`src/rtl/regfile_pkg.sv`:
```
// Shared definitions for the register-file write arbiter and its pending-write scoreboard.
package regfile_pkg;

    localparam int ADDR_W   = 5;
    localparam int DATA_W   = 32;
    localparam int NUM_REGS = 32;
    localparam int REG_ZERO = 0;

    typedef enum logic {
        ALU_FIRST = 1'b0,
        LD_FORCED = 1'b1
    } arb_state_e;

endpackage

```
`src/rtl/regfile_scoreboard.sv`:
```
// One pending bit per register for in-flight long-latency results, with two
// combinational hazard lookups for the decode stage.
module regfile_scoreboard
    import regfile_pkg::*;
#(
    parameter int ADDR_W = regfile_pkg::ADDR_W
) (
    input  logic              clk,
    input  logic              rst_n,
    input  logic              set_en_i,
    input  logic [ADDR_W-1:0] set_addr_i,
    input  logic              clr_en_i,
    input  logic [ADDR_W-1:0] clr_addr_i,
    input  logic [ADDR_W-1:0] rd_addr1_i,
    input  logic [ADDR_W-1:0] rd_addr2_i,
    output logic              hazard1_o,
    output logic              hazard2_o
);

    localparam int NREGS = 1 << ADDR_W;

    logic [NREGS-1:0] pending_q;
    logic [NREGS-1:0] pending_d;

    // Clear is applied before set so a same-cycle issue to the returning register stays pending.
    always_comb begin
        pending_d = pending_q;
        if (clr_en_i) begin
            pending_d[clr_addr_i] = 1'b0;
        end
        if (set_en_i) begin
            pending_d[set_addr_i] = 1'b1;
        end
        pending_d[REG_ZERO] = 1'b0;
    end

    always_ff @(posedge clk or negedge rst_n) begin
        if (!rst_n) begin
            pending_q <= '0;
        end else begin
            pending_q <= pending_d;
        end
    end

    assign hazard1_o = pending_q[rd_addr1_i];
    assign hazard2_o = pending_q[rd_addr2_i];

endmodule

```
`src/rtl/regfile_write_arbiter.sv`:
```
// Shares the register-file write port between the ALU and long-latency writeback
// paths: ALU has priority, a starvation counter eventually forces the load path.
module regfile_write_arbiter
    import regfile_pkg::*;
#(
    parameter int ADDR_W       = regfile_pkg::ADDR_W,
    parameter int DATA_W       = regfile_pkg::DATA_W,
    parameter int STARVE_LIMIT = 4,
    parameter int CNT_W        = 3
) (
    input  logic              clk,
    input  logic              rst_n,
    input  logic              aluValid,
    output logic              aluReady,
    input  logic [ADDR_W-1:0] aluAddr,
    input  logic [DATA_W-1:0] aluData,
    input  logic              ldValid,
    output logic              ldReady,
    input  logic [ADDR_W-1:0] ldAddr,
    input  logic [DATA_W-1:0] ldData,
    input  logic              issueValid,
    input  logic [ADDR_W-1:0] issueAddr,
    input  logic [ADDR_W-1:0] readAddr1,
    input  logic [ADDR_W-1:0] readAddr2,
    output logic              hazard1,
    output logic              hazard2,
    output logic              RegWrite,
    output logic [ADDR_W-1:0] writeAddr,
    output logic [DATA_W-1:0] writeData
);

    localparam logic [CNT_W-1:0]  LIMIT   = CNT_W'(STARVE_LIMIT);
    localparam logic [CNT_W-1:0]  CNT_MAX = '1;
    localparam logic [ADDR_W-1:0] ZERO_A  = ADDR_W'(REG_ZERO);

    arb_state_e        state_q, state_d;
    logic [CNT_W-1:0]  cnt_q, cnt_d;
    logic              wr_en_q, wr_en_d;
    logic [ADDR_W-1:0] wr_addr_q, wr_addr_d;
    logic [DATA_W-1:0] wr_data_q, wr_data_d;
    logic              alu_gnt, ld_gnt;

    always_comb begin
        state_d  = state_q;
        cnt_d    = cnt_q;
        aluReady = 1'b0;
        ldReady  = 1'b0;
        unique case (state_q)
            ALU_FIRST: begin
                aluReady = aluValid;
                ldReady  = ldValid && !aluValid;
                if (ldValid && !ldReady) begin
                    cnt_d = (cnt_q == CNT_MAX) ? cnt_q : cnt_q + 1'b1;
                    if (cnt_d >= LIMIT) begin
                        state_d = LD_FORCED;
                    end
                end else begin
                    cnt_d = '0;
                end
            end
            LD_FORCED: begin
                // Either the load is granted now or it has withdrawn; both return to ALU priority.
                ldReady = ldValid;
                cnt_d   = '0;
                state_d = ALU_FIRST;
            end
            default: begin
                state_d = ALU_FIRST;
                cnt_d   = '0;
            end
        endcase
    end

    assign alu_gnt = aluValid && aluReady;
    assign ld_gnt  = ldValid && ldReady;

    // Writes to register 0 complete the handshake but never reach the register file.
    always_comb begin
        wr_en_d   = 1'b0;
        wr_addr_d = wr_addr_q;
        wr_data_d = wr_data_q;
        if (alu_gnt && aluAddr != ZERO_A) begin
            wr_en_d   = 1'b1;
            wr_addr_d = aluAddr;
            wr_data_d = aluData;
        end else if (ld_gnt && ldAddr != ZERO_A) begin
            wr_en_d   = 1'b1;
            wr_addr_d = ldAddr;
            wr_data_d = ldData;
        end
    end

    always_ff @(posedge clk or negedge rst_n) begin
        if (!rst_n) begin
            state_q   <= ALU_FIRST;
            cnt_q     <= '0;
            wr_en_q   <= 1'b0;
            wr_addr_q <= '0;
            wr_data_q <= '0;
        end else begin
            state_q   <= state_d;
            cnt_q     <= cnt_d;
            wr_en_q   <= wr_en_d;
            wr_addr_q <= wr_addr_d;
            wr_data_q <= wr_data_d;
        end
    end

    assign RegWrite  = wr_en_q;
    assign writeAddr = wr_addr_q;
    assign writeData = wr_data_q;

    regfile_scoreboard #(
        .ADDR_W(ADDR_W)
    ) u_scoreboard (
        .clk       (clk),
        .rst_n     (rst_n),
        .set_en_i  (issueValid),
        .set_addr_i(issueAddr),
        .clr_en_i  (ld_gnt),
        .clr_addr_i(ldAddr),
        .rd_addr1_i(readAddr1),
        .rd_addr2_i(readAddr2),
        .hazard1_o (hazard1),
        .hazard2_o (hazard2)
    );

endmodule

```
`config.mk`:
```
export PLATFORM = sky130hd
export DESIGN_NAME = regfile_write_arbiter
export DESIGN_NICKNAME = d
export VERILOG_FILES = /design/src/rtl/regfile_pkg.sv /design/src/rtl/regfile_scoreboard.sv /design/src/rtl/regfile_write_arbiter.sv
export SDC_FILE = /design/constraint.sdc
export NUM_CORES = 1
export LEC_CHECK = 0
export ABC_AREA = 1
export CAP_MARGIN = 5
export CORE_MARGIN = 4
export CORE_UTILIZATION = 49
export CTS_CLUSTER_DIAMETER = 200
export DETAILED_ROUTE_END_ITERATION = 10
export GPL_TIMING_DRIVEN = 0
export PLACE_DENSITY = 0.86
export SYNTH_ARGS = -nofsm -noshare
export SYNTH_HDL_FRONTEND = slang
export SYNTH_SLANG_ARGS = --single-unit
```
`constraint.sdc`:
```
create_clock -name clk -period 2.1 [get_ports clk]
set_input_delay 0.21 -clock clk [delete_from_list [all_inputs] [get_ports clk]]
set_output_delay 0.21 -clock clk [all_outputs]
set_load 0.01 [all_outputs]
```
# == Yosys cells after proc, flatten, opt, wreduce, memory -nomap -nowiden ==
# Cells that the tools add are included.
# classes
addsub,1
mul,0
n_div,0
n_lt_le_gt_ge,7
eq_ne,1
n_shift,0
n_mux,24
bitwise_logic,4
n_reduce_logical,13
# ops
op,count
2-to-1 mux 32 bit,4
bitwise AND 32 bit,1
inverter 32 bit,1
OR 32 bit,1
less-than comparator 5 x 6 -> 1 bit (second input constant),4
binary-select mux 1 bit (select 5 bit),2
demux 1 bit (select 5 bit),2
greater-or-equal comparator 5 x 1 -> 1 bit (second input constant),2
2-to-1 mux 5 bit,2
nonzero test 5 bit,2
2-to-1 mux 1 bit,9
logical AND 1 bit,8
2-to-1 mux 3 bit,2
case mux 3 bit (2 select lines),1
case mux 1 bit (2 select lines),2
adder 3 x 1 -> 3 bit (second input constant),1
== test 3 bit (second input constant),1
greater-or-equal comparator 3 bit (second input constant),1
zero test 1 bit,2
nonzero test 2 bit,1
inverter 1 bit,1
# word_totals
ff_bits,73
latch_bits,0
mem_bits_rw,0
rom_bits,0
in_bits,94
output_inout_bits,42
memories,0

# == Longest topological paths before layout ==
# logic_depth
depth_word,9
ltp_mapped,11
ltp_nobuf,9

# == Hierarchy ==
# Synthesis repeated with hierarchy kept, for this count alone.
# hier_totals
hier_cells,585
area_unflattened_um2,4384.2
# by_module_without_submodules
mod,instances,cells_each,area_each_um2
regfile_write_arbiter,1,302,2434.8
regfile_scoreboard,1,283,1949.4

# == Least setup slack after synthesis ==
# OpenSTA, ideal clock, no wires.
# synth_path
kind,register to register
startpoint,"register, netlist name cnt_q[2]"
endpoint,register wr_data_q[3] (netlist: writeData[3])
setup_ps,121
t_arrival_ps,1248
required_ps,1979
slack_ps,731
stages_incl_launch_ff,7
n_path_buf,2
cell_sequence,dfrtp_1 -> nor2_4 -> nand2_1 -> clkbuf_1 -> buf_2 -> o21ai_0 -> o21ai_1
# synth_rtl
item,line,rtl
"end signal, assigned",regfile_write_arbiter.sv:105,wr_data_q <= wr_data_d;
"end, declared",regfile_write_arbiter.sv:40,"logic [DATA_W-1:0] wr_data_q, wr_data_d;"

# == Final worst setup path ==
# layout_path
startpoint,input ldValid
endpoint,output ldReady
# layout_via
elab_chain_len,2
# layout_lines
item,line,rtl
"start, declared",regfile_write_arbiter.sv:17,"input logic ldValid,"
logical AND 1 bit,regfile_write_arbiter.sv:51,ldReady = ldValid && !aluValid;
case mux 1 bit (2 select lines) (*),regfile_write_arbiter.sv:48,unique case (state_q)
"end, declared",regfile_write_arbiter.sv:18,"output logic ldReady,"
# Mark *: on every way between the ends. The rest lies on a longest branch, timed or not.

==> run_results.csv <==
group,metric,value,unit
place,routabilityCongestion,0.954,
global_routing,grt_overflow,0,
pwr,p_leak,2.41,nW
yosys,syn_area,3790,sq um
sta,slew_violations,0,
layout,insertedDiodeCount,0,
sta,final.setup.tns,0,ps
yosys,synth_nets,601,
place,placed_cells,736,
clocking,cts_hold_buf,0,
die,die-area,9210,sq um
clocking,cts_tree,"yes",
run_status,status,"finished, violations left",
setup_path,required,1890,ps
clocking,root_buffer,"clkbuf_8",
setup_path,reg2reg_from,"cnt_q[2]",
setup_path,rr_worst_depth,6,
sta,holdWs,-14.2,ps
yosys,synth_warnings,0,
yosys,synth_cell_type_count,20,
layout,synthToLayoutAreaGrowth,42.8,%
pwr,clock_power_share,0.252,
clocking,cts_buffers,9,
pwr,switching_share,0.324,
pwr,power_frac_comb,0.278,
setup_path,endpoint,"ldReady",
layout,instances_no_fill,752,
setup_path,rrSetupSlack,410,ps
route,routedWlPerCell,16.7,um
clocking,clock_path_buffers,2,
sta,setup_viol,0,
global_routing,grt.total_usage,0.288,
yosys,yosysSeqAreaShare,0.475,
die,initial_utilization,0.514,
sta,slew_headroom,0.417,
sta,rsz0062_at_grt,"no",
global_routing,antenna_found_initial,0,
yosys,syn_avg_cell_area,7.49,sq um
pwr,internal-power,2.61,mW
job,cap_violations,0,
die,design.core.area,7370,sq um
clocking,clkSinkCount,72,
setup_path,startpoint,"ldValid",
place,pre_cts_ws,-8.61,ps
route,via_per_inst,5.50,
place,hpwl,9790,um
sta,clock_skew,8.69,ps
sta,hold_viol_final,18,
layout,n_fill_cell,563,
run_status,violations,"negative hold slack",
setup_path,r2r-end,"writeData[28]",
layout,nets,743,
yosys,syn_inst,506,
setup_path,crit_type,"input port to output pin",
die,core.rowCount,31,
sta,timing.fmax,0.544,GHz
clocking,htreeDepth,3,
pwr,power_density,714,nW/um^2
layout,layout-drive-gt1-share,0.0658,
die,die_w,96.0,um
clocking,cts.clk_slew.worst_paths,80,ps
setup_path,start_kind,"input port",
route,drt_wl_total,12600,um
sta,setup_ws,261,ps
setup_path,cp_max_fo,6,
place,io_buffers,131,
global_routing,grt_pass1_vias,4082,
yosys,ys_ff_latch,72,
pwr,vdd_ir_drop_max,409,uV
route,drc,0,
route,first_pass_iters,5,
route,first_iter_violations,337,
hold_path,hp-class,"input port to asynchronous set/reset pin",
sta,min_period,1840,ps
setup_path,end_kind,"output pin",
setup_path,cp.arrival,1630,ps
clocking,clkLatencyLatePin,350,ps
die,dieHeight,96.0,um
global_routing,grt_max_degree,73,
route,vias,4134,
place,placed_area,5220,sq um
die,io_pins,136,
global_routing,grt_pass1_wl,20100,um
sta,worst_slew_pin_slew,875,ps
pwr,seqPwrFrac,0.470,
sta,finalCritPeriodShare,0.875,
pwr,p_switching,1.25,mW
layout,fin_area,5420,sq um
route,ant_nets,0,
==> cell usage after synthesis <==
library cell | number | area, sq um
nand2_2 | 2 | 12.5
inv_1 | 30 | 113
nor2_1 | 38 | 143
inv_2 | 1 | 3.75
buf_6 | 4 | 45.0
o211ai_1 | 1 | 7.51
a31oi_1 | 2 | 12.5
o21ai_4 | 1 | 16.3
nor3_1 | 1 | 5.00
o21ai_1 | 29 | 145
nand2_1 | 129 | 484
a21oi_1 | 2 | 10.0
ha_1 | 1 | 12.5
nand3b_1 | 1 | 7.51
clkbuf_1 | 6 | 22.5
nor2_4 | 3 | 33.8
o21ai_0 | 99 | 495
buf_2 | 12 | 60.1
nand3_1 | 72 | 360
dfrtp_1 | 72 | 1800
==> per-stage QoR <==
stage	power, mW	util
final	3.86	0.735
after global routing	4.08	0.735
after CTS	3.86	0.733
after detailed placement	2.90	0.709
after global placement	2.86	0.709
after floorplan	2.28	-
==> routing by layer <==
layer  wire [um]  GRT usage  share of wire  vias up
met2        6100      0.492           0.49      205
met5           0          0              0        -
met4         333     0.0900          0.026        0
li1            -          -              -     1978
met3        1220     0.0797          0.097       30
met1        4920      0.353           0.39     1921
==> cell usage in the layout, fill, tap and decap left out, types with 3 or more instances in the layout <==
master           instances
clkbuf_8                10
clkbuf_1                 3
buf_6                    4
clkinvlp_4               3
clkdlybuf4s50_1        127
buf_2                   10
nor2_4                   3
clkbuf_2                 4
nand2_1                129
o21ai_0                 99
o21ai_1                 29
dlymetal6s2s_1           3
nor2_1                  38
inv_1                   30
buf_4                    3
dfrtp_1                 72
nand3_1                 72
==> layout make-up <==
type | count | area [sq um] | area share
inverter | 31 | 116 | 0.0215
clock inverter | 5 | 32.5 | 0.00601
clock buffer | 11 | 141 | 0.0261
buffer | 22 | 138 | 0.0254
tap | 99 | 124 | 0.0229
timing repair buffer | 131 | 1320 | 0.243
sequential | 72 | 1800 | 0.333
multi-input combinational | 381 | 1750 | 0.322
==> worst min path at each step <==
stage / cells after the start / start / slack (ps) / to
2_1_floorplan: 0 / rst_n / -90 / RegWrite
3_3_place_gp: 1 / cnt_q[0] / 430 / cnt_q[0]
3_5_place_dp: 1 / rst_n / 380 / writeData[26]
4_1_cts: 1 / rst_n / 7 / writeData[26]
5_1_grt: 1 / rst_n / 60 / writeData[26]
6_report: 1 / rst_n / -10 / writeData[26]
==> cell families after synthesis <==
kind of cell | after synthesis | share of synthesized area
AOI/OAI and AO/OA | 134 | 0.181
adders and majority gates | 1 | 0.00330
buffers and inverters | 53 | 0.0644
DFF | 72 | 0.475
and+or+nand+nor | 246 | 0.276
==> critical path: stages <==
cell             delay, ps
clkdlybuf4s50_1        500
inv_1                   90
nor2_4                 230
clkdlybuf4s50_1        600
==> registers in the layout (all words and copies together) (netlist names) <==
signal                  cells
writeAddr                   5
writeData                  32
cnt_q                       3
RegWrite                    1
u_scoreboard.pending_q     31
==> power by group through the flow <==
stage               Sequential, mW  Combinational, mW  Clock (mW)
global route                  1.84               1.20        1.05
detailed placement            1.83               1.07           0
CTS                           1.80               1.07       0.983
global placement              1.82               1.04           0
floorplan                     1.81              0.477           0
finish                        1.82               1.07       0.975
==> what timing repair did <==
item,4_1_cts,5_1_grt
buffers inserted,0,0
gates resized for setup,2,11
setup endpoints to repair,1,2
No activity file was read; power rests on OpenSTA's default activity.
